$ cat src/rtl/forward_hazard_unit.sv
// EX-stage operand forwarding and load-use stall detection over a shadow EX/MEM/WB pipeline.
// Optional load-use stall and stall counter enabled by defining HAZARD_LOAD_STALL_EN.
module forward_hazard_unit #(
  parameter int ADDR_W = 5,
  parameter int CNT_W  = 16
) (
  input  logic              clk,
  input  logic              reset,
  input  logic              id_valid,
  input  logic [ADDR_W-1:0] id_rs,
  input  logic [ADDR_W-1:0] id_rt,
  input  logic [ADDR_W-1:0] id_rd,
  input  logic              id_reg_write,
  input  logic              id_mem_read,
  input  logic              flush,
  output logic [1:0]        forward_a,
  output logic [1:0]        forward_b,
  output logic              stall,
  output logic [CNT_W-1:0]  stall_count
);

  logic              r_ex_valid;
  logic [ADDR_W-1:0] r_ex_rs;
  logic [ADDR_W-1:0] r_ex_rt;
  logic [ADDR_W-1:0] r_ex_rd;
  logic              r_ex_reg_write;
  logic              r_ex_mem_read;
  logic              r_mem_valid;
  logic [ADDR_W-1:0] r_mem_rd;
  logic              r_mem_reg_write;
  logic              r_wb_valid;
  logic [ADDR_W-1:0] r_wb_rd;
  logic              r_wb_reg_write;

  logic              w_stall;
  logic              w_id_to_ex_valid;

  // Flush wins over stall: either one turns the ID slot into a single bubble.
  assign w_id_to_ex_valid = id_valid & ~w_stall & ~flush;

  always_ff @(posedge clk) begin
    if (!reset) begin
      r_ex_valid      <= 1'b0;
      r_ex_rs         <= '0;
      r_ex_rt         <= '0;
      r_ex_rd         <= '0;
      r_ex_reg_write  <= 1'b0;
      r_ex_mem_read   <= 1'b0;
      r_mem_valid     <= 1'b0;
      r_mem_rd        <= '0;
      r_mem_reg_write <= 1'b0;
      r_wb_valid      <= 1'b0;
      r_wb_rd         <= '0;
      r_wb_reg_write  <= 1'b0;
    end else begin
      r_wb_valid      <= r_mem_valid;
      r_wb_rd         <= r_mem_rd;
      r_wb_reg_write  <= r_mem_reg_write;
      r_mem_valid     <= r_ex_valid;
      r_mem_rd        <= r_ex_rd;
      r_mem_reg_write <= r_ex_reg_write;
      r_ex_valid      <= w_id_to_ex_valid;
      r_ex_rs         <= id_rs;
      r_ex_rt         <= id_rt;
      r_ex_rd         <= id_rd;
      r_ex_reg_write  <= w_id_to_ex_valid & id_reg_write;
      r_ex_mem_read   <= w_id_to_ex_valid & id_mem_read;
    end
  end

  function automatic logic [1:0] fwd_sel(
    input logic              ex_valid,
    input logic [ADDR_W-1:0] src,
    input logic              mem_valid,
    input logic              mem_reg_write,
    input logic [ADDR_W-1:0] mem_rd,
    input logic              wb_valid,
    input logic              wb_reg_write,
    input logic [ADDR_W-1:0] wb_rd
  );
    logic [1:0] sel;
    sel = 2'b00;
    if (ex_valid && src != '0) begin
      if (mem_valid && mem_reg_write && mem_rd == src)
        sel = 2'b10;
      else if (wb_valid && wb_reg_write && wb_rd == src)
        sel = 2'b01;
    end
    return sel;
  endfunction

  always_comb begin
    forward_a = fwd_sel(r_ex_valid, r_ex_rs, r_mem_valid, r_mem_reg_write, r_mem_rd,
                        r_wb_valid, r_wb_reg_write, r_wb_rd);
    forward_b = fwd_sel(r_ex_valid, r_ex_rt, r_mem_valid, r_mem_reg_write, r_mem_rd,
                        r_wb_valid, r_wb_reg_write, r_wb_rd);
  end

`ifdef HAZARD_LOAD_STALL_EN
  logic [CNT_W-1:0] r_stall_count;

  always_comb begin
    w_stall = id_valid & ~flush & r_ex_valid & r_ex_mem_read & (r_ex_rd != '0) &
              ((r_ex_rd == id_rs) | (r_ex_rd == id_rt));
  end

  always_ff @(posedge clk) begin
    if (!reset)
      r_stall_count <= '0;
    else if (w_stall && r_stall_count != {CNT_W{1'b1}})
      r_stall_count <= r_stall_count + CNT_W'(1);
  end

  assign stall_count = r_stall_count;
`else
  logic w_unused_ex_mem_read;

  assign w_unused_ex_mem_read = r_ex_mem_read;
  assign w_stall              = 1'b0;
  assign stall_count          = '0;
`endif

  assign stall = w_stall;

endmodule

$ cat config.mk
export PLATFORM = sky130hd
export DESIGN_NAME = forward_hazard_unit
export DESIGN_NICKNAME = d
export VERILOG_FILES = /design/src/rtl/forward_hazard_unit.sv
export SDC_FILE = /design/constraint.sdc
export NUM_CORES = 1
export LEC_CHECK = 0
export ABC_AREA = 1
export BUFFER_PORTS_ARGS = -buffer_cell sky130_fd_sc_hd__buf_2
export CAP_MARGIN = 20
export CORE_MARGIN = 2
export CORE_UTILIZATION = 45
export DETAILED_ROUTE_END_ITERATION = 16
export PLACE_DENSITY = 0.71
export SYNTH_ARGS = -nofsm -noshare
export SYNTH_HDL_FRONTEND = slang
export SYNTH_SLANG_ARGS = --single-unit
$ cat constraint.sdc
create_clock -name clk -period 1.1 [get_ports clk]
set_input_delay 0.22 -clock clk [delete_from_list [all_inputs] [get_ports clk]]
set_output_delay 0.22 -clock clk [all_outputs]
set_load 0.005 [all_outputs]
# Word-level counts from Yosys, hierarchy flattened
# Index checks and enable logic that the tools add are counted.
# word_totals
ff_bits	31
input_bits	21
output_inout_bits	21
wordCells	34
# classes
eq_ne	4
muxes	6
bitwise_logic	3
reduce_logical	10
# ops
cell	n
5-bit equality test	4
5-bit nonzero test	2
1-bit logical AND	8
2-bit 2-to-1 mux	4
1-bit bitwise AND	2
1-bit 2-to-1 mux	2
1-bit inverter	1

# Longest topological paths before layout
# Gate-level depths: netlist of run 1.
# logic_depth
depth_word	5
mapped_depth	8
ltp_nobuf	8

# Worst setup path before layout of run 1
# No wires, ideal clock.
# synth_timing
path_kind	flip-flop to output port
from	reg r_ex_rs[3]
to	out forward_a[0]
arrival_time_ps	799
required_ps	880
setup_slack_ps	81
stages_incl_launch_ff	7
path_buffers	0
path_cell_list	dfxtp_1 -> inv_2 -> a21oi_2 -> nand2_1 -> nor2_1 -> nand3_1 -> nor2_1
# synth_via
elab_chain_len	5
word_cells_on_any_way	9
classes_between	eq/ne: 2; mux: 3; reduce/logical: 4
# synth_rtl
item	line_no	rtl
start: declaration	23	logic [ADDR_W-1:0] r_ex_rs;
start signal: assignment	63	r_ex_rs <= id_rs;
5-bit equality test	86	else if (wb_valid && wb_reg_write && wb_rd == src)
1-bit logical AND	86	
1-bit 2-to-1 mux	86	
2-bit 2-to-1 mux	84	if (mem_valid && mem_reg_write && mem_rd == src)
2-bit 2-to-1 mux (*)	83	if (ex_valid && src != '0) begin
end: declaration	16	output logic [1:0] forward_a,
# Mark *: on every way between the ends. The rest lies on a longest branch, timed or not.

# Worst setup path after layout of run 1
# Same ends and word-level chain as after synthesis.

==> results.ini, run 1 <==
[setup_path]
start_kind = register
path_max_fanout = 4
crit_required_ns = 0.88
cp_data_arrival_time_ns = 1.28
crit_type = reg2out
endpoint_kind = output port

[placement]
hpwl_um = 1740
dp_slack_ns = -0.121
postPlaceCellArea_sq_um = 1530
gp_congestion = 0.891
io_buffers = 23

[pwr]
p_leak_nw = 0.994
switchingPower_mw = 0.476
swShare_pct = 24.2
cellPowerDensity_nw_per_um2 = 1210
vdd_ir_drop_max_mv = 0.710
p_int_mw = 1.49
power_frac_seq_pct = 61.6
finalPower_mw = 1.97
power.share.clock_pct = 27.9
p_comb_share_pct = 10.5

[yosys]
synth_top_area_share_pct = 43.7
synth_ff_type = dfxtp_1
async_flop_share_pct = 0
yosysMostFrequentCell = nand2_1
synth_cell_types = 20
postSynthCellCount = 209
synth_area_sq_um = 1420
syn_avg_cell_area_sq_um = 6.79
ys_seq_area_share_pct = 43.7
ys_top_cells_by_count = nand2_1 (67), inv_1 (47), dfxtp_1 (31)
yosys_warnings = 0
synth_area_leader_cell = dfxtp_1
ys_ff_latch = 31
ys_top_cells_by_area = dfxtp_1 (44%), nand2_1 (18%), inv_1 (12%)
synth-edff-count = 0

[flow_run]
cap_viol_max_count = 0

[routing]
drc = 0
final_antenna_net_count = 0
vias = 1130
routed_wl_um = 2230
drt-initial-drc-count = 28
viasPerCell = 3.99
first_pass_iters = 4
routedWlPerCell_um = 7.87

[outcome]
status = complete, but fails checks
violations = negative setup slack

[clock_tree]
clkTransAtPathRegs_ns = 0.08
cts_root_buf = clkbuf_4
cts_made_buffers = 5
clk_path_buf_depth = 2
cts_tree = yes
cts_sinks = 31
clk_latency_ns = 0.31
htreeDepth = 2

[timing]
slew_violations = 0
fin_crit_sh_pct = 137
tns_ns = -1.56
fin_ws_ns = -0.405
hold_viol_final = 0
fmax_ghz = 0.665
setup_violations = 4
fin_crit_ns = 1.50
rsz0062_at_grt = yes
skew_ns = 0.00196

[cells_and_area]
nets = 261
insertedDiodeCount = 0
postLayoutCoreUtil_pct = 53.9
syn_to_final_growth_pct = 14.9
final_area_sq_um = 1630
drive_gt1_share_pct = 26.4

[grt]
grt_max_degree = 14
grt_overflow = 0
grt_pass1_vias = 894
grt_pass1_wl_um = 3530
grt_usage_pct = 13.6
grt_antenna_before_repair = 0

[die]
die_w_um = 60.2
num_rows = 20
die_y_um = 60.2
core_area_sq_um = 3030
pin_count = 42
initial_utilization_pct = 46.9
dieArea_sq_um = 3620

[worst_hold_path]
hp-class = in2reg

power by group through the flow:
stage	sequential (mW)	clock, mW	combinational, mW
after global routing	1.22	0.623	0.242
after global placement	1.23	0	0.191
after floorplan	1.22	0	0.179
after detailed placement	1.23	0	0.194
after CTS	1.21	0.572	0.205
final	1.21	0.549	0.206
placed cells by master, fill, tap and decap left out, types with 4 or more instances in the layout:
cell type,Yosys,routed
dfxtp_2,0,13
buf_2,3,23
buf_4,17,5
inv_2,4,7
conb_1,1,17
nor2_1,19,19
inv_1,47,43
nand2_1,67,66
dfxtp_1,31,16
clkbuf_4,0,5
nand3_1,5,4
timing repair:
item                                   in CTS  in global routing
endpoints found under the hold margin       0                  0
hold buffers                                0                  0
pin swaps                                   4                  5
setup buffers                               2                  0
resized for setup                          19                  7
setup endpoints to repair                   4                  4
worst paths after layout:
| path | from | cells past startpoint | to | slack [ns] |
|---|---|---|---|---|
| hold / removal | flush | 2 | r_ex_valid | 0.07 |
| setup / recovery | r_ex_rs[3] | 6 | forward_a[0] | -0.40 |
| setup reg to reg | r_ex_valid | 2 | r_mem_valid | 0.55 |
| hold reg to reg | r_ex_rd[3] | 2 | r_mem_rd[3] | 0.41 |
logic make-up after synthesis:
| group | after synthesis | synth area share (%) |
|---|---|---|
| AOI/OAI and AO/OA | 6 | 2.55 |
| DFF | 31 | 43.7 |
| xor gates and xnor gates | 4 | 2.47 |
| other | 1 | 0.264 |
| buffers and inverters | 71 | 23.5 |
| and+or+nand+nor | 96 | 27.5 |
final cells by class:
| cell class | count | area (sq um) |
|---|---|---|
| fillers | 306 | 1400 |
| flip-flops and latches | 31 | 644 |
| multi-input cells | 123 | 544 |
| inverters | 51 | 194 |
| repair buffers | 28 | 153 |
| well taps | 44 | 55.1 |
| clock buffers | 6 | 41.3 |
routing by layer:
metal  wire (um)  up-vias  track usage (%)
li1            -      618                -
met1        1010      465             16.3
met2        1000       40             21.1
met3         150        7             4.55
met4          65        0             7.62
met5           0        -                0
through the flow:
stage | std cells | hold slack (ns)
after global placement | 275 | 0.392
after global routing | 283 | 0.0496
after CTS | 283 | 0.0613
final | 283 | 0.0692
after floorplan | 225 | 0.292
after detailed placement | 275 | 0.398
critical path, stage by stage (launching register included):
cell     delay [ns]
dfxtp_4        0.38
inv_4          0.04
a21oi_2        0.10
nand4_1        0.15
nor2_1         0.14
nor2_1         0.05
buf_2          0.12
flip-flops by register name, indices dropped and copies added (netlist names):
register         count
r_ex_reg_write       1
r_ex_valid           1
r_ex_rd              5
r_ex_rt              5
r_wb_rd              5
r_mem_reg_write      1
r_wb_reg_write       1
r_mem_rd             5
r_mem_valid          1
r_wb_valid           1
r_ex_rs              5
No activity file was read; power rests on OpenSTA's default activity.
==> run 2: changes to the inputs <==
ABC_AREA = 0   (was 1)
PLACE_DENSITY = 0.73   (was 0.71)
==> results.ini, run 2 <==
[outcome]
status = complete, but fails checks
violations = negative setup slack

[die]
num_rows = 19  ; -5.0%
die_w_um = 56.7  ; -5.9%
core_area_sq_um = 2690  ; -11%
dieArea_sq_um = 3210  ; -11%
die_y_um = 56.7  ; -5.9%
pin_count = 42  ; unchanged
initial_utilization_pct = 46.4  ; -0.46 points

[clock_tree]
cts_root_buf = clkbuf_4
clkTransAtPathRegs_ns = 0.08  ; about the same
clk_path_buf_depth = 2  ; unchanged
htreeDepth = 2  ; unchanged
clk_latency_ns = 0.31  ; about the same
cts_sinks = 31  ; unchanged
cts_made_buffers = 5  ; unchanged
cts_tree = yes

[flow_run]
cap_viol_max_count = 0  ; unchanged

[timing]
fin_crit_ns = 1.75  ; +0.250 ns
setup_violations = 4  ; unchanged
fin_ws_ns = -0.655  ; -0.250 ns
skew_ns = 0.00300  ; +0.00104 ns
fin_crit_sh_pct = 160  ; +23 points
hold_viol_final = 0  ; unchanged
slew_violations = 0  ; unchanged
holdWs_ns = 0.101  ; +0.0317 ns
fmax_ghz = 0.570  ; -14%
rsz0062_at_grt = yes

[routing]
drc = 0  ; unchanged
first_pass_iters = 2  ; -2
routed_wl_um = 1970  ; -12%
final_antenna_net_count = 0  ; unchanged
vias = 818  ; -28%
drt-initial-drc-count = 4  ; -86%
viasPerCell = 4.35  ; +9.0%
routedWlPerCell_um = 10.5  ; +33%

[setup_path]
slowest_delay_ns = 0.54  ; +0.16 ns
reg2reg_depth = 2  ; unchanged
cp_num_buf_inv = 1  ; -1
cp_data_arrival_time_ns = 1.53  ; +0.25 ns
cp.depth = 3  ; -3
cp_cell_sequence = or4_4 -> o211a_1 -> buf_2
start_kind = register
endpoint_kind = output port
path_max_fanout = 2  ; -2
slowest_stage = or4_4
critPathTopFamily = simple AND/OR/NAND/NOR gates
crit_required_ns = 0.88  ; about the same
crit_type = reg2out

[grt]
busiest_layer = met2
use_met2_pct = 23.4  ; +2.3 points
grt_max_degree = 17  ; +3
use_met3_pct = 4.84  ; +0.29 points
grt_overflow = 0  ; unchanged
grt_pass1_wl_um = 3390  ; -3.9%
use_met1_pct = 16.4  ; +0.042 points
grt_usage_pct = 14.3  ; +0.67 points
grt_pass1_vias = 787  ; -12%
grt_antenna_before_repair = 0  ; unchanged

[placement]
gp_congestion = 0.841  ; -5.7%
dp.cells = 181  ; -34%
io_buffers = 23  ; unchanged
hpwl_um = 1590  ; -8.6%

[yosys]
ys_seq_area_share_pct = 49.7  ; +6.0 points
synth-edff-count = 0  ; unchanged
synth_area_sq_um = 1250  ; -12%
ys_ff_latch = 31  ; unchanged
ys_top_cells_by_area = dfxtp_1 (50%), and2_1 (15%), xnor2_1 (13%)
syn_avg_cell_area_sq_um = 10.3  ; +52%
ys_top_cells_by_count = dfxtp_1 (31), and2_1 (30), xnor2_1 (18)
synth_area_leader_cell = dfxtp_1
async_flop_share_pct = 0  ; unchanged
yosys_warnings = 0  ; unchanged
synth_top_area_share_pct = 49.7  ; +6.0 points
postSynthCellCount = 121  ; -42%
yosysMostFrequentCell = dfxtp_1
synth_ff_type = dfxtp_1
synth_cell_types = 17  ; -15%

[cells_and_area]
postLayoutCoreUtil_pct = 56.5  ; +2.7 points
insertedDiodeCount = 0  ; unchanged
final_common_cell = and2_1
fin_cells = 188  ; -34%
final_cell_mix = and2_1 (30), buf_2 (23), dfxtp_1 (23)
drive_gt1_share_pct = 35.7  ; +9.3 points
syn_to_final_growth_pct = 21.8
nets = 179  ; -31%

[pwr]
p_leak_nw = 0.679  ; -32%
vdd_ir_drop_max_mv = 0.863  ; +22%
cellPowerDensity_nw_per_um2 = 1290  ; +7.1%

[worst_hold_path]
hp-class = in2reg
min_path_cells = 2  ; unchanged

run 2: metal layers:
layer  part of all wire, %  wire length, um
met5                     0                0
met3                   7.9              155
met1                    42              833
met2                    47              935
met4                   2.3               46
run 2: worst reg2reg max path, delay by kind of cell, from the launching register on:
family,cells,cell delay (ns)
buffers and inverters,1,0.14
flip-flops,1,0.32
AND/OR/NAND/NOR,1,0.13
run 2: area by class of cell:
cell class | instances | area (sq um)
well taps | 31 | 38.8
fillers | 248 | 1170
flip-flops and latches | 31 | 631
clock buffers | 6 | 41.3
repair buffers | 34 | 218
multi-input cells | 86 | 591
run 2: path summary, 6_finish.rpt:
| path | startpoint | endpoint | slack, ns |
|---|---|---|---|
| max reg2reg | r_ex_valid | r_mem_valid | 0.42 |
| max | r_ex_rs[2] | forward_a[1] | -0.65 |
| min | id_rs[2] | r_ex_rs[2] | 0.10 |
| min reg2reg | r_ex_rd[3] | r_mem_rd[3] | 0.43 |
run 2: repair_timing:
action                                 4_1_cts  5_1_grt
hold buffers                                 0        0
pin swaps                                    2        3
buffers inserted                             1        0
setup endpoints to repair                    4        4
gates resized for setup                      8        3
endpoints found under the hold margin        0        0
run 2: cell families after synthesis:
group | share of synthesized area (%)
compound gates | 1.81
other cells | 0.301
buf+inv | 11.1
simple gates | 23.0
xor+xnor | 14.0
flops | 49.7
run 2: where the power goes:
group          internal, mW  total (mW)  switching, mW  leakage, nW
clock                 0.226       0.538          0.311       0.0242
combinational         0.129       0.217         0.0881        0.397
sequential             1.17        1.21         0.0358        0.258
run 2: through the flow:
step	total power, mW	instance area, sq um	setup TNS, ns	setup WS [ns]
4_1_cts	1.98	1510	-2.42	-0.659
5_1_grt	2.07	1520	-2.64	-0.702
3_3_place_gp	1.43	1430	-1.05	-0.313
3_5_place_dp	1.43	1430	-1.11	-0.325
6_report	1.96	1520	-2.39	-0.655
2_1_floorplan	1.39	1320	-0.382	-0.193
